<file path="config.mk">
export PLATFORM = sky130hd
export DESIGN_NAME = serial_sub
export DESIGN_NICKNAME = d
export VERILOG_FILES = /design/src/rtl/serial_sub.sv
export SDC_FILE = /design/constraint.sdc
export NUM_CORES = 1
export LEC_CHECK = 0
export BUFFER_PORTS_ARGS = -buffer_cell sky130_fd_sc_hd__buf_2
export CAP_MARGIN = 20
export CORE_AREA = 2 2 39 41
export CTS_CLUSTER_DIAMETER = 60
export DETAILED_ROUTE_END_ITERATION = 16
export DIE_AREA = 0 0 41 43
export GPL_ROUTABILITY_DRIVEN = 0
export PLACE_DENSITY = 0.66
export SYNTH_ARGS = -nofsm -noshare
export SYNTH_HDL_FRONTEND = slang
export SYNTH_SLANG_ARGS = --single-unit
</file>
<file path="constraint.sdc">
create_clock -name clk -period 1.2 [get_ports clk]
set_input_delay 0.06 -clock clk [delete_from_list [all_inputs] [get_ports clk]]
set_output_delay 0.06 -clock clk [all_outputs]
set_load 0.01 [all_outputs]
</file>
<file path="src/rtl/serial_sub.sv">
// Bit-serial two's-complement subtractor: one full-subtractor cell, registered borrow.
// Optional signed-overflow flag on port ovf when SERIAL_SUB_OVF_EN is defined.
module serial_sub #(
  parameter int WIDTH = 2
) (
  input  logic             clk,
  input  logic             rst,
  input  logic             in_valid,
  output logic             in_ready,
  input  logic [WIDTH-1:0] a,
  input  logic [WIDTH-1:0] b,
  output logic             out_valid,
  input  logic             out_ready,
  output logic [WIDTH+1:0] out
`ifdef SERIAL_SUB_OVF_EN
  ,
  output logic             ovf
`endif
);

  localparam int CW = $clog2(WIDTH) + 1;

  // Handshakes: a transfer happens on a rising edge where valid and ready are
  // both high; in_ready is high only in IDLE, out_valid only in DONE.
  typedef enum logic [1:0] {
    IDLE  = 2'd0,
    SHIFT = 2'd1,
    DONE  = 2'd2
  } state_t;

  state_t           state_q, state_d;
  logic [WIDTH-1:0] a_q, a_d;
  logic [WIDTH-1:0] b_q, b_d;
  logic [WIDTH-1:0] diff_q, diff_d;
  logic             bw_q, bw_d;
  logic [CW-1:0]    cnt_q, cnt_d;
  logic [WIDTH+1:0] out_q, out_d;
  logic             bit_d;
  logic             bw_n;
`ifdef SERIAL_SUB_OVF_EN
  logic             ovf_q, ovf_d;
`endif

  // Full-subtractor cell on the current LSBs of the operand shift registers.
  always_comb begin
    bit_d = a_q[0] ^ b_q[0] ^ bw_q;
    bw_n  = (~a_q[0] & b_q[0]) | (~(a_q[0] ^ b_q[0]) & bw_q);
  end

  always_comb begin
    state_d = state_q;
    a_d     = a_q;
    b_d     = b_q;
    diff_d  = diff_q;
    bw_d    = bw_q;
    cnt_d   = cnt_q;
    out_d   = out_q;
`ifdef SERIAL_SUB_OVF_EN
    ovf_d   = ovf_q;
`endif
    case (state_q)
      IDLE: begin
        if (in_valid) begin
          a_d     = a;
          b_d     = b;
          bw_d    = 1'b0;
          cnt_d   = '0;
          state_d = SHIFT;
        end
      end
      SHIFT: begin
        a_d    = a_q >> 1;
        b_d    = b_q >> 1;
        diff_d = {bit_d, diff_q[WIDTH-1:1]};
        bw_d   = bw_n;
        cnt_d  = cnt_q + 1'b1;
        if (cnt_q == CW'(WIDTH - 1)) begin
          out_d   = {1'b0, bw_n, bit_d, diff_q[WIDTH-1:1]};
`ifdef SERIAL_SUB_OVF_EN
          // Borrow into the sign bit differs from borrow out of it.
          ovf_d   = bw_q ^ bw_n;
`endif
          state_d = DONE;
        end
      end
      DONE: begin
        if (out_ready) begin
          state_d = IDLE;
        end
      end
      default: state_d = IDLE;
    endcase
  end

  always_ff @(posedge clk) begin
    if (rst) begin
      state_q <= IDLE;
      a_q     <= '0;
      b_q     <= '0;
      diff_q  <= '0;
      bw_q    <= 1'b0;
      cnt_q   <= '0;
      out_q   <= '0;
`ifdef SERIAL_SUB_OVF_EN
      ovf_q   <= 1'b0;
`endif
    end else begin
      state_q <= state_d;
      a_q     <= a_d;
      b_q     <= b_d;
      diff_q  <= diff_d;
      bw_q    <= bw_d;
      cnt_q   <= cnt_d;
      out_q   <= out_d;
`ifdef SERIAL_SUB_OVF_EN
      ovf_q   <= ovf_d;
`endif
    end
  end

  assign in_ready  = (state_q == IDLE);
  assign out_valid = (state_q == DONE);
  assign out       = out_q;
`ifdef SERIAL_SUB_OVF_EN
  assign ovf       = ovf_q;
`endif

endmodule

</file>
== Yosys cells after proc, flatten, opt, wreduce, memory -nomap -nowiden ==
Index checks and enable logic that the tools add are counted.
Operators by class
  muxes and demuxes: 12
  reductions and logical operators: 5
  bitwise logic cells: 7
  add/subtract/negate cells: 1
  equality and inequality tests: 6
Operators with widths (number)
  2-bit 2-to-1 mux: 6
  2-bit one-hot mux with 2 select lines: 3
  2-bit one-hot mux with 3 select lines: 1
  2-bit by 1-bit equality test with 1-bit output (second input constant): 2
  2-bit inequality test (second input constant): 2
  2-bit AND reduction: 2
  3-bit AND reduction: 1
  2-bit by 1-bit adder with 2-bit output (second input constant): 1
  1-bit AND: 2
  2-bit equality test (second input constant): 1
  2-bit zero test: 1
  2-bit by 1-bit inequality test with 1-bit output (second input constant): 1
  1-bit NOT: 2
  1-bit one-hot mux with 2 select lines: 1
  2-bit nonzero test: 1
  1-bit bitwise XOR: 2
  1-bit 2-to-1 mux: 1
  1-bit bitwise OR: 1
Word-level totals
  register bits after elaboration: 14
  input port bits: 8
  word-level logic and storage cells: 38
  output and inout bits: 6

== Longest topological paths before layout ==
Gate-level depths: netlist (run 1).
  depth after elaboration: 5
  mapped depth: 6
  gate-level depth less buffers: 5

== Worst setup path after synthesis (run 1) ==
Ideal clock, no wire load.
  path kind: reg2reg
  from: reg cnt_q[1]
  to: reg out_q[1], in the netlist out[1]
  library setup time: 0.128 ns
  stages on the path, launching flop included: 7
  buffers on the path: 1
  setup slack: 0.091 ns
  data required time: 1.072 ns
  arrival: 0.982 ns
  period minus slack after synthesis: 1.109 ns
  cells stage by stage: dfxtp_1 -> inv_1 -> ha_1 -> and3b_1 -> buf_6 -> mux2i_1 -> nor2_1
Between the ends
  longest elaborated chain between the ends: 2
Ends and longest elaborated chain
  from (decl): line 36  | logic [CW-1:0] cnt_q, cnt_d;
  from (signal assigned): line 113  | cnt_q <= cnt_d;
  2-bit by 1-bit equality test with 1-bit output: line 77  | if (cnt_q == CW'(WIDTH - 1)) begin
  2-bit AND reduction (no source line)
  to (signal assigned): line 114  | out_q <= out_d;
  to (decl): line 37  | logic [WIDTH+1:0] out_q, out_d;
Every way passes these cells.
A chain may end at the register's enable or synchronous reset.

== Worst setup path in the final report (run 1) ==
  from: reg bw_q
  to: reg out_q[1], in the netlist out[1]
Between the ends
  longest elaborated chain between the ends: 1
Ends and longest elaborated chain
  from (decl): line 35  | logic bw_q, bw_d;
  from (signal assigned): line 112  | bw_q <= bw_d;
  1-bit bitwise XOR: line 46  | bit_d = a_q[0] ^ b_q[0] ^ bw_q;
  net bit_d: line 38  | logic bit_d;
The timed path passes the listed nets, and every way through them passes these cells.

==> impl_results.md, run 1 <==
- CP Launch Type: flip-flop
- Peak VDD IR: 0.873 mV
- DRC: 0
- Vias: 445
- CTS tree: yes
- Count of pins over their slew limit: 0
- Achievable frequency: 867 MHz
- Root Driver: clkbuf_4
- RSZ-0062 raised after global routing: true
- Critical path cell sequence: inv_2, fa_1, mux2i_1, nor2_1
- Setup Skew: 0.00287 ns
- CORE AREA: 0.00138 mm^2
- # IOs: 14
- GRT Residual Overflow: 0
- XOR/XNOR share of the synthesized area: 0%
- Number of global-route vias before repair: 396
- Leak pwr: 0.308 nW
- Hold_buf cts: 0
- Multiplexer share of the synthesized area: 6.57%
- Outcome: complete, no violations
- TNS Setup: 0 ns
- First-pass GRT wire length: 1570 um
- Finished Cell Area: 714 um^2
- Hold Path Origin: b[1]
- Die X: 41 um
- Syn Nets: 72
- Critical path arrival: 1.31 ns
- Via density: 4.78
- Crit. End Element: flip-flop
- WP data required: 1.36 ns
- N_diodes: 0
- Final hold violation count: 0
- Clk slew on worst S/H paths: 0.08 ns
- Worst Hold Endpoint: b_q[1]
- Commonest non-fill, non-tap cell in the layout: nor2_1
- Port bufs: 12
- Layout cells sized above 1: 39.0%
- RR Endpoint: out[1]
- Hold crit path type: in -> reg
- Initial core utilization: 44.0%
- WS Path Type: reg -> reg
- Die Ht: 43 um
- Largest net degree at the start of global routing: 14
- Worst skew pair latency: 0.27 ns
- DRT antenna net count: 0
- H-tree Lvls: 1
- Most frequent cells in the layout: nor2_1 (14), buf_2 (12), dfxtp_1 (8)
- Tcrit/Tclk final: 96.2%
- Max Cap Viol: 0
- Worst flop-to-flop path startpoint: bw_q
- Reg2Reg Setup Slack: 0.05 ns
- FF-to-FF path depth: 4
- CP max FO: 2
- Mapped Area: 609 um^2
- First-pass DRT Iterations: 3
- Main combinational cell family by area after synthesis: simple AND/OR/NAND/NOR gates
- Cell variety after synth: 24
- Final wirelength: 938 um
- Area Overhead vs Synth: 17.2%
- Worst hold path stage count: 3
- Sequential area share after synthesis: 42.7%
- DR WL/cell: 10.1 um
- Final Setup Violations: 0
- Synth Area in Adders: 5.34%
- DIE AREA: 0.00176 mm^2
- Slowest CP cell: fa_1
- CTS buffer count: 3
- Cells after Synth: 62
- CTS max path bufs: 2
- Post-CTS Setup Bufs: 0
- Drt initial violations: 3
- PD cells: 1250 mW/mm^2
- Largest delay contributor family on the critical path: adder cells
- Total GRT Usage: 13.1%
- Critical path's largest stage delay: 0.46 ns
- Ys Warns: 0
- Layout Nets: 88
- Cell Area, Placed: 678 um^2
- CTS sink count: 13
- CP bufs+invs: 1
- HPWL after detailed placement: 732 um
- Row count: 14
- Initial antenna violation count: 0
- Synthesis-stage register bit count: 13
- Tmin final: 1.15 ns
- Syn_area_per_cell: 9.83 um^2
- Complex-gate fraction of the synthesized area: 17.0%
- Simple-gate share of the synthesized area: 18.5%
synth_stat cells (all sizes together):
cell	n	share of area [%]
a21oi	2	1.6
or3b	1	1.4
buf	3	4.9
mux2i	4	6.6
ha	1	2.1
dfxtp	13	43
a2bb2oi	2	2.9
a22oi	2	2.5
fa	1	3.3
nor2	14	8.6
and3b	1	1.4
a2111oi	2	4.9
conb	1	0.62
clkbuf	1	0.62
or2	1	1.0
inv	6	3.7
nand2b	1	2.3
o21bai	1	3.1
a211oi	1	2.1
nor2b	1	1.0
nor3b	1	1.2
nor3	1	0.82
nand2	1	0.62
worst register-to-register path, stage by stage, from the launching register on:
cell and delay (ns):
dfxtp_2 0.34, inv_2 0.04, fa_1 0.46, mux2i_1 0.15, nor2_1 0.05
sequential cells by signal (all words and copies together) (netlist names):
register and flops:
bw_q 1, diff_q 1, b_q 2, state_q 2, a_q 2, cnt_q 2
out 3
how the worst max path moves through the flow:
| stage | depth (start not counted) | endpoint | slack, ns | from |
|---|---|---|---|---|
| after detailed placement | 4 | out[1] | 0.03 | cnt_q[0] |
| after global placement | 5 | out[0] | 0.05 | cnt_q[1] |
| after global routing | 5 | out[0] | -0.02 | cnt_q[1] |
| after CTS | 4 | out[1] | 0.01 | cnt_q[0] |
| final | 4 | out[1] | 0.05 | bw_q |
| after floorplan | 6 | out[1] | 0.09 | cnt_q[1] |
layer usage:
metal  track usage [%]  share of wire (%)  vias to the layer above
met3              7.85                9.3                        0
met4              2.00                  0                        0
met1              15.6                 46                      197
li1                  -                  -                      234
met2              20.0                 44                       14
met5                 0                  0                        -
per-stage QoR:
step	util [%]	hold WS (ns)	instances	total power [W]	setup WS, ns
after floorplan	-	0.125	62	0.000603	0.0905
after global placement	49.0	0.303	89	0.000641	0.0533
after detailed placement	49.0	0.306	89	0.000644	0.0264
after CTS	51.0	0.0221	93	0.000908	0.0133
after global routing	51.6	0.0463	93	0.000950	-0.0160
final	51.6	0.0232	93	0.000895	0.0461
layout make-up:
class / instances / area, um^2
clock buffers: 4 / 26.3
inverters: 6 / 22.5
flip-flops and latches: 13 / 269
well taps: 16 / 20.0
fillers: 134 / 669
repair buffers: 15 / 82.6
multi-input cells: 39 / 294
kinds of logic (layout without fill, tap and decap cells):
group / after synthesis / after routing
AOI/OAI and AO/OA: 10 / 10
adders and majority gates: 2 / 2
DFF: 13 / 13
other: 1 / 1
buffers and inverters: 10 / 25
muxes: 4 / 4
and+or+nand+nor: 22 / 22
power breakdown:
group	internal (W)	switching, W	leakage [nW]
Combinational	0.0000785	0.0000792	0.185
Clock	0.000129	0.000134	0.0150
Sequential	0.000457	0.0000168	0.109
what timing repair did:
action | 4_1_cts | 5_1_grt
resized for setup | 1 | 7
pin swaps | 0 | 2
setup endpoints to repair | 1 | 8
cloned | 0 | 0
Note: power is estimated with default switching activity, not from simulation.
==> run 2: changes to the inputs <==
CTS_CLUSTER_SIZE = 28   (was default)
RECOVER_POWER = 50   (was default)
SKIP_LAST_GASP = 1   (was default)
==> run 2 against run 1 <==
Against the previous run: via count unchanged; first-iteration DRC count up 33%; core utilization down 0.45 points; clock skew about the same; critical endpoint unchanged; wire length up 0.64%; sequential power about the same; clock power about the same; die area unchanged; maximum frequency about the same; critical path type unchanged; critical path depth unchanged.
==> impl_results.md, run 2 (synthesized netlist as in run 1, its figures left out) <==
- Port bufs: 12 (unchanged)
- Setup ws final: 0.0465 ns (was 0.0461 ns)
- Achievable frequency: 867 MHz (about the same)
- Final Setup Violations: 0 (unchanged)
- Reg2Reg Setup Slack: 0.05 ns (about the same)
- Psw: 0.000231 W (was 0.000230 W)
- Tcrit/Tclk final: 96.1% (was 96.2%)
- HPWL after detailed placement: 732 um (unchanged)
- Row count: 14 (unchanged)
- Most frequent cells in the layout: nor2_1 (14), buf_2 (9), dfxtp_1 (8) (was nor2_1 (14), buf_2 (12), dfxtp_1 (8))
- Drt initial violations: 4 (was 3)
- PD cells: 1270 mW/mm^2 (was 1250 mW/mm^2)
- Initial core utilization: 44.0% (unchanged)
- Commonest non-fill, non-tap cell in the layout: nor2_1 (unchanged)
- Critical path arrival: 1.31 ns (about the same)
- # IOs: 14 (unchanged)
- Worst skew pair latency: 0.27 ns (about the same)
- Hold crit path type: in -> reg (unchanged)
- Die Ht: 43 um (unchanged)
- CTS tree: yes (unchanged)
- Final hold violation count: 0 (unchanged)
- DRC: 0 (unchanged)
- Layout cells sized above 1: 35.1% (was 39.0%)
- Tmin final: 1.15 ns (about the same)
- N_diodes: 0 (unchanged)
- Via density: 4.78 (unchanged)
- Post-layout util: 51.2% (was 51.6%)
- Clk slew on worst S/H paths: 0.08 ns (about the same)
- P_int: 0.000666 W (was 0.000665 W)
- CP max FO: 2 (unchanged)
- Setup Skew: 0.00254 ns (was 0.00287 ns)
- Crit. End Element: flip-flop (unchanged)
- Peak VDD IR: 0.873 mV (about the same)
- RSZ-0062 raised after global routing: true (unchanged)
- Clock power share: 29.4% (about the same)
- TNS Setup: 0 ns (unchanged)
- WS Path Type: reg -> reg (unchanged)
- GRT Residual Overflow: 0 (unchanged)
- DR WL/cell: 10.2 um (was 10.1 um)
- Layout Nets: 88 (unchanged)
- DRT antenna net count: 0 (unchanged)
- Area Overhead vs Synth: 16.2% (was 17.2%)
- Final wirelength: 944 um (was 938 um)
- Die X: 41 um (unchanged)
- First-pass GRT wire length: 1570 um (unchanged)
- Number of global-route vias before repair: 396 (unchanged)
- Finished Cell Area: 708 um^2 (was 714 um^2)
- FILL cells: 134 (unchanged)
- H-tree Lvls: 1 (unchanged)
- Initial antenna violation count: 0 (unchanged)
- Count of pins over their slew limit: 0 (unchanged)
- Vias: 445 (unchanged)
- Part of the power in combinational logic: 17.5% (was 17.6%)
- Sequential fraction of design power: 53.1% (was 53.0%)
- Cell Area, Placed: 678 um^2 (unchanged)
- Largest net degree at the start of global routing: 14 (unchanged)
- CP Launch Type: flip-flop (unchanged)
- DIE AREA: 0.00176 mm^2 (unchanged)
- Leak pwr: 0.295 nW (was 0.308 nW)
- Total Power: 0.000896 W (was 0.000895 W)
- Total GRT Usage: 13.1% (unchanged)
- Sw Share: 25.7% (about the same)
- CORE AREA: 0.00138 mm^2 (unchanged)
- First-pass DRT Iterations: 3 (unchanged)
- WP data required: 1.36 ns (about the same)
- Root Driver: clkbuf_4 (unchanged)
- CTS buffer count: 3 (unchanged)
- Outcome: complete, no violations (unchanged)
- CTS max path bufs: 2 (unchanged)
- Max Cap Viol: 0 (unchanged)
- CTS sink count: 13 (unchanged)
- Pre-CTS setup slack: 0.0264 ns (unchanged)
- Max FFs per register: 3 (unchanged)
==> run 2: power groups by stage <==
stage / Sequential [W] / Combinational [W] / Clock (W)
global placement: 0.000484 / 0.000157 / 0
global route: 0.000482 / 0.000175 / 0.000294
detailed placement: 0.000485 / 0.000159 / 0
CTS: 0.000474 / 0.000160 / 0.000273
floorplan: 0.000480 / 0.000123 / 0
finish: 0.000476 / 0.000157 / 0.000263
==> run 2: path summary, 6_finish.rpt <==
kind / startpoint / to / cells after the start
max: bw_q / out[1] / 4
min reg2reg: cnt_q[0] / cnt_q[0] / 2
max reg2reg: bw_q / out[1] / 4
min: b[1] / b_q[1] / 3
==> run 2: critical path: stages, from the launching register on <==
cell	delay, ns
dfxtp_2	0.34
inv_2	0.04
fa_1	0.46
mux2i_1	0.15
nor2_1	0.05
==> run 2: routing by layer <==
| layer | vias to the layer above | global-route usage (%) | wire length [um] |
|---|---|---|---|
| met5 | - | 0 | 0 |
| met2 | 14 | 20.0 | 415 |
| met3 | 0 | 7.85 | 90 |
| met4 | 0 | 2.00 | 0 |
| met1 | 197 | 15.6 | 438 |
| li1 | 234 | - | - |
==> run 2: timing repair <==
action | in CTS | in global routing
pin swaps | 0 | 2
resized for setup | 1 | 6
hold buffers | 0 | 0
endpoints found under the setup margin | 1 | 8
buffers inserted | 0 | 0
==> run 2: area by class of cell <==
type                    count  area [um^2]  area share (%)
multi-input cells          39          294            41.5
flip-flops and latches     13          267            37.6
repair buffers             15         78.8            11.1
clock buffers               4         26.3            3.71
inverters                   6         22.5            3.18
well taps                  16         20.0            2.83
==> run 2: per-stage QoR <==
stage	hold WS, ns	std cells
floorplan	0.125	62
CTS	0.0221	93
global route	0.0463	93
finish	0.0232	93
detailed placement	0.306	89
global placement	0.303	89
